**src/rtl/sram_pkg.sv**
```systemverilog
// Shared constants and FSM encodings for the 16x32 register-file SRAM
// and its read/write side blocks.
package sram_pkg;

  localparam int WORD_W = 32;
  localparam int DEPTH  = 16;
  localparam int ADDR_W = 4;

  typedef enum logic {
    ST_IDLE = 1'b0,
    ST_SEND = 1'b1
  } state_e;

endpackage

```
**src/rtl/word_mux16_32.sv**
```systemverilog
// Combinational word selector over the flat SRAM contents bus:
// word i lives at mem[WORD_W*i +: WORD_W].
module word_mux16_32 #(
  parameter int WORD_W = 32,
  parameter int DEPTH  = 16,
  parameter int ADDR_W = 4
) (
  input  logic [WORD_W*DEPTH-1:0] mem,
  input  logic [ADDR_W-1:0]       sel,
  output logic [WORD_W-1:0]       word
);

  // Pick the selected word out of the flat bus
  assign word = mem[sel*WORD_W +: WORD_W];

endmodule

```
**src/rtl/sram16_32_reader.sv**
```systemverilog
// Burst read engine: streams a run of consecutive SRAM words (wrapping at
// the top address) to a consumer over a valid/ready handshake.
module sram16_32_reader
  import sram_pkg::*;
#(
  parameter int WORD_W = sram_pkg::WORD_W,
  parameter int DEPTH  = sram_pkg::DEPTH,
  parameter int ADDR_W = sram_pkg::ADDR_W
) (
  input  logic                     clk,
  input  logic                     reset,
  input  logic [WORD_W*DEPTH-1:0]  mem,
  input  logic                     req,
  input  logic [ADDR_W-1:0]        req_add,
  input  logic [ADDR_W-1:0]        req_len,
  output logic                     busy,
  output logic [WORD_W-1:0]        dout,
  output logic                     dout_valid,
  input  logic                     dout_ready,
  output logic                     done
);

  state_e              r_state;
  logic [WORD_W-1:0]   r_dout;
  logic                r_valid;
  logic                r_done;
  logic [ADDR_W-1:0]   r_ptr;
  logic [ADDR_W-1:0]   r_rem;

  logic [ADDR_W-1:0]   w_ptr_next;
  logic [ADDR_W-1:0]   w_sel;
  logic [WORD_W-1:0]   w_word;

  // Next address wraps naturally in ADDR_W bits (15 -> 0)
  assign w_ptr_next = r_ptr + ADDR_W'(1);
  assign w_sel      = (r_state == ST_SEND) ? w_ptr_next : req_add;

  word_mux16_32 #(
    .WORD_W (WORD_W),
    .DEPTH  (DEPTH),
    .ADDR_W (ADDR_W)
  ) u_mux (
    .mem  (mem),
    .sel  (w_sel),
    .word (w_word)
  );

  // Burst FSM, address/remaining counters and output register
  always_ff @(posedge clk) begin
    if (reset) begin
      r_state <= ST_IDLE;
      r_dout  <= '0;
      r_valid <= 1'b0;
      r_done  <= 1'b0;
      r_ptr   <= '0;
      r_rem   <= '0;
    end else begin
      r_done <= 1'b0;
      case (r_state)
        ST_IDLE: begin
          if (req) begin
            r_dout  <= w_word;
            r_ptr   <= req_add;
            r_rem   <= req_len;
            r_valid <= 1'b1;
            r_state <= ST_SEND;
          end else begin
            r_state <= ST_IDLE;
          end
        end
        ST_SEND: begin
          // mem is only sampled on a transfer, so a stalled word is a snapshot
          if (r_valid && dout_ready) begin
            if (r_rem != '0) begin
              r_ptr  <= w_ptr_next;
              r_dout <= w_word;
              r_rem  <= r_rem - ADDR_W'(1);
            end else begin
              r_valid <= 1'b0;
              r_done  <= 1'b1;
              r_state <= ST_IDLE;
            end
          end else begin
            r_state <= ST_SEND;
          end
        end
        default: begin
          r_state <= ST_IDLE;
          r_valid <= 1'b0;
        end
      endcase
    end
  end

  assign busy       = (r_state == ST_SEND);
  assign dout       = r_dout;
  assign dout_valid = r_valid;
  assign done       = r_done;

endmodule

```
**config.mk**
```make
export PLATFORM = sky130hd
export DESIGN_NAME = sram16_32_reader
export DESIGN_NICKNAME = d
export VERILOG_FILES = /design/src/rtl/sram_pkg.sv /design/src/rtl/word_mux16_32.sv /design/src/rtl/sram16_32_reader.sv
export SDC_FILE = /design/constraint.sdc
export NUM_CORES = 1
export LEC_CHECK = 0
export CELL_PAD_IN_SITES_DETAIL_PLACEMENT = 0
export CELL_PAD_IN_SITES_GLOBAL_PLACEMENT = 1
export CORE_AREA = 8 8 212 214
export CTS_CLUSTER_SIZE = 24
export DETAILED_ROUTE_END_ITERATION = 12
export DIE_AREA = 0 0 220 222
export DONT_BUFFER_PORTS = 1
export GPL_TIMING_DRIVEN = 0
export HOLD_SLACK_MARGIN = 0.12
export PLACE_DENSITY_LB_ADDON = 0.1
export SKIP_CTS_REPAIR_TIMING = 1
export SYNTH_ARGS = -nofsm -noshare
export SYNTH_HDL_FRONTEND = slang
export SYNTH_SLANG_ARGS = --single-unit
```
**constraint.sdc**
```tcl
create_clock -name clk -period 3.9 [get_ports clk]
set_input_delay 0.39 -clock clk [delete_from_list [all_inputs] [get_ports clk]]
set_output_delay 0.39 -clock clk [all_outputs]
set_load 0.01 [all_outputs]
```
Word level (Yosys, flattened, before mapping)
Cells that the tools add are included.
{"block": "totals", "ff_bits": 43, "input_bits": 524, "out_inout_bits": 35}
{"block": "op_classes", "n_mux": 22, "reduce_logical": 5, "n_shift": 1, "bitwise_logic": 2, "addsub": 2, "n_eq_ne": 4}
{"op": "indexed part select 512 x 10 -> 32 bit", "count": 1}
{"op": "2-to-1 mux 32 bit", "count": 3}
{"op": "case mux 32 bit (2 select lines)", "count": 1}
{"op": "2-to-1 mux 4 bit", "count": 7}
{"op": "case mux 4 bit (2 select lines)", "count": 2}
{"op": "2-to-1 mux 1 bit", "count": 7}
{"op": "AND reduction 3 bit", "count": 2}
{"op": "adder 4 x 1 -> 4 bit (second input constant)", "count": 1}
{"op": "!= test 2 x 1 -> 1 bit (second input constant)", "count": 2}
{"op": "!= test 2 bit (second input constant)", "count": 2}
{"op": "case mux 1 bit (2 select lines)", "count": 2}
{"op": "nonzero test 4 bit", "count": 1}
{"op": "subtractor 4 x 1 -> 4 bit (second input constant)", "count": 1}
{"op": "OR reduction 3 bit", "count": 1}
{"op": "inverter 1 bit", "count": 2}
{"op": "logical AND 1 bit", "count": 1}

Logic depth before layout (Yosys ltp)
Gate-level depths: netlist of the first run.
{"block": "depth", "ltp_word": 6, "depth_mapped": 9, "depth_no_buf": 8}

Modules after synthesis
Synthesis of the first run repeated with hierarchy kept, for this count alone.
{"block": "hier_totals", "cells_unflattened": 484, "hier_area_um2": 5422.7}
{"mod": "word_mux16_32", "seq_area_each_um2": 0.0, "area_each_um2": 3728.6, "instances": 1, "cells_per_inst": 271}
{"mod": "sram16_32_reader", "seq_area_each_um2": 860.8, "area_each_um2": 1694.1, "instances": 1, "cells_per_inst": 213}

Least setup slack after synthesis of the first run
No wires, ideal clock.
{"block": "synth_path", "path_kind": "reg2reg", "from": "reg r_ptr[0]", "to": "reg r_dout[12] (netlist: dout[12])", "synth_period_minus_slack_ps": 2126, "required_ps": 3822, "stages_incl_launch_ff": 9, "t_arrival_ps": 2049, "slack_ps": 1774, "cell_sequence": "dfxtp_1 ha_1 a32o_1 buf_6 buf_6 o41ai_2 o221ai_1 o2bb2ai_1 nor3_1"}
{"block": "synth_via", "elab_chain_len": 6}
{"item": "from (decl)", "line": "sram16_32_reader.sv:27", "rtl": "logic [ADDR_W-1:0] r_ptr;"}
{"item": "from (signal assigned)", "line": "sram16_32_reader.sv:63", "rtl": "r_ptr <= req_add;"}
{"item": "from (signal assigned)", "line": "sram16_32_reader.sv:75", "rtl": "r_ptr <= w_ptr_next;"}
{"item": "adder 4 x 1 -> 4 bit *", "line": "sram16_32_reader.sv:35", "rtl": "assign w_ptr_next = r_ptr + ADDR_W'(1);"}
{"item": "2-to-1 mux 4 bit *", "line": "sram16_32_reader.sv:36", "rtl": "assign w_sel = (r_state == ST_SEND) ? w_ptr_next : req_add;"}
{"item": "indexed part select 512 x 10 -> 32 bit *", "line": "word_mux16_32.sv:14", "rtl": "assign word = mem[sel*WORD_W +: WORD_W];"}
{"item": "2-to-1 mux 32 bit", "line": "sram16_32_reader.sv:74", "rtl": "if (r_rem != '0) begin"}
{"item": "2-to-1 mux 32 bit", "line": "sram16_32_reader.sv:73", "rtl": "if (r_valid && dout_ready) begin"}
{"item": "case mux 32 bit (2 select lines) *", "line": "sram16_32_reader.sv:59", "rtl": "case (r_state)"}
{"item": "to (signal assigned)", "line": "sram16_32_reader.sv:62", "rtl": "r_dout <= w_word;"}
{"item": "to (signal assigned)", "line": "sram16_32_reader.sv:76", "rtl": "r_dout <= w_word;"}
{"item": "to (decl)", "line": "sram16_32_reader.sv:24", "rtl": "logic [WORD_W-1:0] r_dout;"}
Mark *: on every way between the ends. The rest lies on a longest branch, timed or not. The select of a mux whose other input is x is not followed.
A chain may end at the register's enable or synchronous reset.

Final worst setup path of the first run
{"block": "layout_path", "from": "reg r_state (netlist: busy)", "to": "reg r_dout[15] (netlist: dout[15])"}
{"block": "layout_via", "elab_chain_len": 5}
{"item": "from (decl)", "line": "sram16_32_reader.sv:23", "rtl": "state_e r_state;"}
{"item": "from (signal assigned)", "line": "sram16_32_reader.sv:51", "rtl": "r_state <= ST_IDLE;"}
{"item": "from (signal assigned)", "line": "sram16_32_reader.sv:66", "rtl": "r_state <= ST_SEND;"}
{"item": "from (signal assigned)", "line": "sram16_32_reader.sv:68", "rtl": "r_state <= ST_IDLE;"}
{"item": "2-to-1 mux 4 bit", "line": "sram16_32_reader.sv:36"}
{"item": "indexed part select 512 x 10 -> 32 bit", "line": "word_mux16_32.sv:14"}
{"item": "2-to-1 mux 32 bit", "line": "sram16_32_reader.sv:74"}
{"item": "2-to-1 mux 32 bit", "line": "sram16_32_reader.sv:73"}
{"item": "case mux 32 bit (2 select lines)", "line": "sram16_32_reader.sv:59"}
Several ways; a longest one is shown, not always the timed one. The select of a mux whose other input is x is not followed.

==> run_results.csv, run 1 <==
group,metric,value,unit
run_status,run_status,"completed",
timing,grt_setup_unrepaired,"false",
setup_path,critical-path-slowest-cell,"sky130_fd_sc_hd__clkbuf_1",
setup_path,reg2regPathDepth,9,
floorplanning,floorplan.core_area,41500,sq um
drt,wirelength_per_cell,33.5,um
setup_path,timing.rr.start,"busy",
synthesis,synth.yosys.warnings,0,
synthesis,ys_seq_area_share,11.1,%
hold_path,hold_path_depth,1,
grt,grt_use_total,23.0,%
synthesis,synth_cell_types,42,
hold_path,hp-class,"input port to flop",
synthesis,dominantRegCellSynth,"sky130_fd_sc_hd__dfxtp_1",
clocking,cts_made_buffers,5,
hold_path,min_delay_worst_endpoint,"busy",
setup_path,r2r_setup_slack,0.32,ns
power,seq_power_share,20.8,%
finish,post_route_insts_no_fill,1783,
grt,antenna_violations_before_repair,5,
power,power_dissipated_by_switching_net_loads,0.00129,W
run,max-cap-violations,0,
synthesis,avgSynthCellArea,6.31,sq um
timing,maxSlewHeadroom,46.6,%
clocking,ctsLongestPathBuffers,2,
clocking,clkSinkCount,43,
floorplanning,placement_rows,75,
setup_path,cp_cell_sequence,"buf_4 > inv_1 > mux2i_1 > clkbuf_1 > clkbuf_1 > o41ai_1 > o221a_1 > o2bb2ai_1 > nor3_1",
timing,timing.final.hold_violations,0,
timing,finalClockSkew,0.00788,ns
finish,final_cell_mix,"397 x sky130_fd_sc_hd__nor2_1, 103 x sky130_fd_sc_hd__nand2_1, 89 x sky130_fd_sc_hd__clkbuf_1",
drt,drt_iter0_markers,742,
setup_path,cp_max_fo,10,
drt,total_drc_errors_in_the_routed_layout,0,
synthesis,synth_enable_flop_cells,0,
floorplanning,die_height,222,um
place,numPortBuffers,0,
power,power_leakage,2.92,nW
timing,timing_worst_slew_pin_value,0.802,ns
setup_path,crit_path_required_time,4.07,ns
timing,min_period,3.58,ns
floorplanning,top_level_ports,559,
finish,num-nets-final,1767,
setup_path,critical_path.reg2reg.endpoint,"dout[15]",
timing,final-setup-viol-count,0,
synthesis,post_synth_inst_count,1234,
synthesis,postSynthNetCount,1760,
floorplanning,die_w,220,um
finish,fin_util,20.9,%
drt,postRouteWirelength,59.7,mm
grt,vias_in_the_first_global_route,10297,
setup_path,crit_path_end_kind,"flop",
drt,viasPerCell,5.65,
grt,grt_remaining_overflow,0,
clocking,htreeDepth,2,
power,power.switching_fraction,47.5,%
drt,firstDrtPassIters,5,
hold_path,worstHoldStart,"req",
floorplanning,die_area,48800,sq um
drt,vias,10078,
finish,drive_above_1_share,8.05,%
finish,flow.area_growth_from_synthesis,11.3,%
setup_path,worst-endpoint-arrival,3.75,ns
clocking,clk_latency,0.30,ns
power,max-vdd-ir-drop,0.165,mV
place,gpl.final_weighted_congestion,0.866,
grt,grt_first_pass_wirelength,82.2,mm
power,comb_power_share,57.9,%
clocking,cts_tree,"yes",
place,place.detailed.instances,1773,
setup_path,critPathLaunchType,"flop",
setup_path,timing.critical_path.slowest_cell_delay,0.65,ns
timing,final-max-slew-violation-count,0,
timing,setup_total_negative_slack,0,ns
synthesis,synth.cell_area,7780,sq um
power,power_density,314,nW/um^2
power,part_of_the_total_power_dissipated_in_the_clock_network,21.3,%
timing,fmax,279,MHz
synthesis,async_reset_ff_share,0,%
finish,final_common_cell,"sky130_fd_sc_hd__nor2_1",
place,dp_hpwl,51.3,mm
setup_path,crit_path_class,"flop to flop",
grt,pin_count_of_the_biggest_net_entering_global_routing,16,
clocking,clkTransAtPathRegs,0.07,ns
synthesis,synth.ff_latch_count,43,
drt,post_drt_antenna_nets,0,
floorplanning,initial_core_util,18.8,%
timing,layout_worst_path_cycle_share,91.8,%
setup_path,worst_path_most_repeated_cell,"sky130_fd_sc_hd__clkbuf_1",
clocking,clock-root-buffer,"sky130_fd_sc_hd__clkbuf_16",
power,internal-power,0.00143,W
[per-layer routing]
layer,up-vias,wire [um],global-route usage (%)
li1,4664,-,-
met4,4,516,2.80
met5,-,23,0
met2,416,29800,40.9
met1,4969,24400,27.7
met3,25,4860,6.62
[sequential cells by signal, summed over array words and instances, names as in the netlist]
| register | cells |
|---|---|
| r_ptr | 4 |
| dout | 32 |
| dout_valid | 1 |
| busy | 1 |
| r_rem | 4 |
| done | 1 |
[final cells by class]
| cell class | instances | area, sq um |
|---|---|---|
| antenna | 2 | 5.00 |
| buffer | 128 | 566 |
| clock buffer | 5 | 125 |
| clock inverter | 3 | 71.3 |
| fill | 4833 | 32800 |
| inverter | 5 | 18.8 |
| multi-input combinational | 1058 | 6340 |
| sequential | 43 | 861 |
| tap | 539 | 674 |
[per-stage QoR]
stage	area, sq um	setup WS (ns)	total power, W	hold slack [ns]
global route	8660	0.133	0.00292	0.193
finish	8660	0.321	0.00272	0.205
global placement	8460	0.267	0.00215	0.468
detailed placement	8460	0.320	0.00216	0.472
CTS	8650	0.307	0.00276	0.190
floorplan	7780	1.77	0.00163	0.439
[kinds of logic (layout without fill, tap and decap cells)]
kind of cell | count (synthesis) | count (layout) | share of synthesized area, %
simple gates | 610 | 610 | 32.5
compound gates | 439 | 439 | 47.6
buf+inv | 133 | 141 | 7.51
flops | 43 | 43 | 11.1
mux | 5 | 5 | 0.820
fa+ha+maj | 2 | 2 | 0.321
xor+xnor | 2 | 2 | 0.225
other cells | 0 | 2 | 0
[cell usage after synthesis, types with 5 or more instances]
master                      number  area, sq um
sky130_fd_sc_hd__a21oi_1        66          330
sky130_fd_sc_hd__buf_1           8         30.0
sky130_fd_sc_hd__nand2b_1       66          413
sky130_fd_sc_hd__buf_2          23          115
sky130_fd_sc_hd__nor2b_1         5         31.3
sky130_fd_sc_hd__o221ai_1       62          543
sky130_fd_sc_hd__clkbuf_1       89          334
sky130_fd_sc_hd__o221a_1         7         78.8
sky130_fd_sc_hd__o22a_1         31          272
sky130_fd_sc_hd__a22oi_1        65          488
sky130_fd_sc_hd__nor3_1         32          160
sky130_fd_sc_hd__dfxtp_1        43          861
sky130_fd_sc_hd__o221a_2        28          315
sky130_fd_sc_hd__o2bb2ai_1      30          263
sky130_fd_sc_hd__inv_1           5         18.8
sky130_fd_sc_hd__nand2_1       103          387
sky130_fd_sc_hd__o41ai_1        67          587
sky130_fd_sc_hd__o21ai_0         6         30.0
sky130_fd_sc_hd__nor2_1        397         1490
sky130_fd_sc_hd__o22ai_1        35          219
sky130_fd_sc_hd__buf_6           7         78.8
sky130_fd_sc_hd__o41ai_2        29          472
[critical path: cells and delay by family (launching register included)]
| family | cells | cell delay [ns] |
|---|---|---|
| buf+inv | 4 | 1.65 |
| compound gates | 3 | 0.76 |
| mux | 1 | 0.42 |
| flops | 1 | 0.49 |
| simple gates | 1 | 0.11 |
[power by group through the flow]
stage                     combinational (W)  clock, W  sequential [W]
after CTS                           0.00159  0.000610        0.000568
final                               0.00157  0.000580        0.000566
after global placement              0.00157         0        0.000579
after global routing                0.00173  0.000616        0.000571
after floorplan                     0.00109         0        0.000541
after detailed placement            0.00158         0        0.000579
[how the worst max path moves through the flow]
| stage | from | end | slack (ns) | cells after the start |
|---|---|---|---|---|
| 3_3_place_gp | busy | dout[14] | 0.27 | 9 |
| 2_1_floorplan | r_ptr[0] | dout[12] | 1.77 | 8 |
| 3_5_place_dp | busy | dout[15] | 0.32 | 9 |
| 6_report | busy | dout[15] | 0.32 | 9 |
| 4_1_cts | busy | dout[14] | 0.31 | 9 |
| 5_1_grt | busy | dout[15] | 0.13 | 9 |
No activity file was read; power rests on OpenSTA's default activity.
==> run 2, diff against run 1 <==
Settings changed: PLACE_DENSITY set to 0.42, PLACE_DENSITY_LB_ADDON 0.1 to not set.
==> run 2 against run 1 <==
Clock skew down 0.0011 ns. Non-clock buffer count unchanged. Via count up 1.4%. Critical path type unchanged. Largest cell class unchanged. Critical path depth down 1. Combinational power about the same. Power about the same. Clock power down 1%.
==> run_results.csv, run 2 (same netlist as run 1, synthesis figures left out) <==
group,metric,value,unit
timing,grt_setup_unrepaired,"false",
place,numPortBuffers,0,
finish,seqCellArea,861,sq um
floorplanning,floorplan.core_area,41500,sq um
power,comb_power_share,58.1,%
finish,fin_util,20.9,%
timing,layout_worst_path_cycle_share,91.7,%
setup_path,cp_max_fo,10,
place,gpl.final_weighted_congestion,0.901,
timing,timing.final.hold_violations,0,
timing,maxSlewHeadroom,42.0,%
finish,nFillCells,4896,
power,power_density,314,nW/um^2
floorplanning,top_level_ports,559,
power,part_of_the_total_power_dissipated_in_the_clock_network,21.1,%
floorplanning,die_w,220,um
grt,grt_first_pass_wirelength,81.6,mm
power,power.switching_fraction,47.6,%
clocking,clkTransAtPathRegs,0.07,ns
drt,total_drc_errors_in_the_routed_layout,0,
setup_path,critical_path.reg2reg.endpoint,"dout[9]",
grt,antenna_violations_before_repair,7,
setup_path,reg2regPathDepth,8,
clocking,clk_latency,0.30,ns
run_status,run_status,"completed",
grt,pin_count_of_the_biggest_net_entering_global_routing,16,
drt,wirelength_per_cell,33.0,um
timing,setup_total_negative_slack,0,ns
finish,flow.area_growth_from_synthesis,11.2,%
power,internal-power,0.00143,W
clocking,clock-root-buffer,"sky130_fd_sc_hd__clkbuf_16",
setup_path,crit_path_required_time,4.07,ns
setup_path,critPathLaunchType,"flop",
setup_path,worst-endpoint-arrival,3.74,ns
finish,num-nets-final,1767,
drt,drt_iter0_markers,863,
clocking,ctsLongestPathBuffers,2,
drt,post_drt_antenna_nets,0,
clocking,cts_made_buffers,5,
drt,vias,10220,
finish,largest_register_ff_count,32,
floorplanning,die_area,48800,sq um
setup_path,critPathLaunch,"r_ptr[0]",
clocking,htreeDepth,2,
floorplanning,initial_core_util,18.8,%
timing,final-max-slew-violation-count,0,
setup_path,setup_crit_end,"dout[9]",
drt,firstDrtPassIters,7,
floorplanning,die_height,222,um
grt,grt_remaining_overflow,0,
finish,final_cell_mix,"397 x sky130_fd_sc_hd__nor2_1, 103 x sky130_fd_sc_hd__nand2_1, 88 x sky130_fd_sc_hd__clkbuf_1",
power,power_leakage,2.92,nW
timing,min_period,3.57,ns
finish,final_common_cell,"sky130_fd_sc_hd__nor2_1",
timing,finalClockSkew,0.00679,ns
clocking,cts_tree,"yes",
setup_path,crit_path_end_kind,"flop",
timing,timing_worst_slew_pin_value,0.871,ns
power,seq_power_share,20.8,%
timing,fmax,280,MHz
grt,vias_in_the_first_global_route,10590,
floorplanning,placement_rows,75,
grt,grt_use_total,22.7,%
power,max-vdd-ir-drop,0.173,mV
clocking,clkSinkCount,43,
setup_path,crit_path_class,"flop to flop",
timing,final-setup-viol-count,0,
drt,postRouteWirelength,58.8,mm
finish,multiInputGateArea,6340,sq um
drt,viasPerCell,5.74,
place,dp_hpwl,50.3,mm
setup_path,timing.rr.start,"r_ptr[0]",
run,max-cap-violations,0,
power,power_dissipated_by_switching_net_loads,0.00130,W
hold_path,hp-class,"input port to flop",
setup_path,r2r_setup_slack,0.33,ns
finish,drive_above_1_share,8.13,%
-- run 2: cell types whose count changed in the layout (fill, tap and decap cells not counted), sizes merged --
cell,delta
diode,-1
-- run 2: worst min-delay path by stage --
stage	from	to	slack [ns]	cells past startpoint
5_1_grt	req	busy	0.21	1
2_1_floorplan	r_rem[3]	r_rem[3]	0.44	2
3_5_place_dp	r_rem[3]	r_rem[3]	0.46	2
6_report	req	busy	0.21	1
4_1_cts	req	busy	0.19	1
3_3_place_gp	r_rem[3]	r_rem[3]	0.45	2
-- run 2: area by class of cell --
type                            instances  area share (%)
Antenna cell                            1          0.0289
Buffer                                128            6.55
Clock buffer                            5            1.45
Clock inverter                          3           0.824
Inverter                                5           0.217
Multi-Input combinational cell       1058            73.2
Sequential cell                        43            9.94
Tap cell                              539            7.79
-- run 2: worst max-delay path: stages (launching register included) --
cell and delay (ns):
sky130_fd_sc_hd__dfxtp_1 0.46, sky130_fd_sc_hd__ha_1 0.36, sky130_fd_sc_hd__o2bb2ai_1 0.56, sky130_fd_sc_hd__clkbuf_1 0.57, sky130_fd_sc_hd__clkbuf_1 0.64, sky130_fd_sc_hd__nor2_1 0.12, sky130_fd_sc_hd__o221ai_1 0.34, sky130_fd_sc_hd__o2bb2ai_1 0.27
sky130_fd_sc_hd__nor3_1 0.12
-- run 2: through the flow --
stage	setup WS [ns]	cell area [sq um]	cells	hold slack, ns	power, W
after detailed placement	0.174	8460	1773	0.459	0.00216
after floorplan	1.77	7780	1234	0.439	0.00163
final	0.325	8660	1782	0.205	0.00272
after global placement	0.163	8460	1773	0.454	0.00214
after CTS	0.164	8650	1781	0.191	0.00275
after global routing	0.160	8660	1781	0.213	0.00291
-- run 2: per-layer routing --
metal  track usage (%)  share of wire [%]  vias to the layer above
met3              6.25                8.5                       44
met2              40.0                 49                      488
met1              27.4                 41                     5018
met5                 0               0.13                        -
li1                  -                  -                     4658
met4              3.51                1.3                       12
-- run 2: power groups by stage --
stage	Clock, W	Combinational, W	Sequential (W)
2_1_floorplan	0	0.00109	0.000541
3_3_place_gp	0	0.00157	0.000578
3_5_place_dp	0	0.00158	0.000578
4_1_cts	0.000592	0.00159	0.000568
5_1_grt	0.000606	0.00173	0.000573
6_report	0.000574	0.00158	0.000565
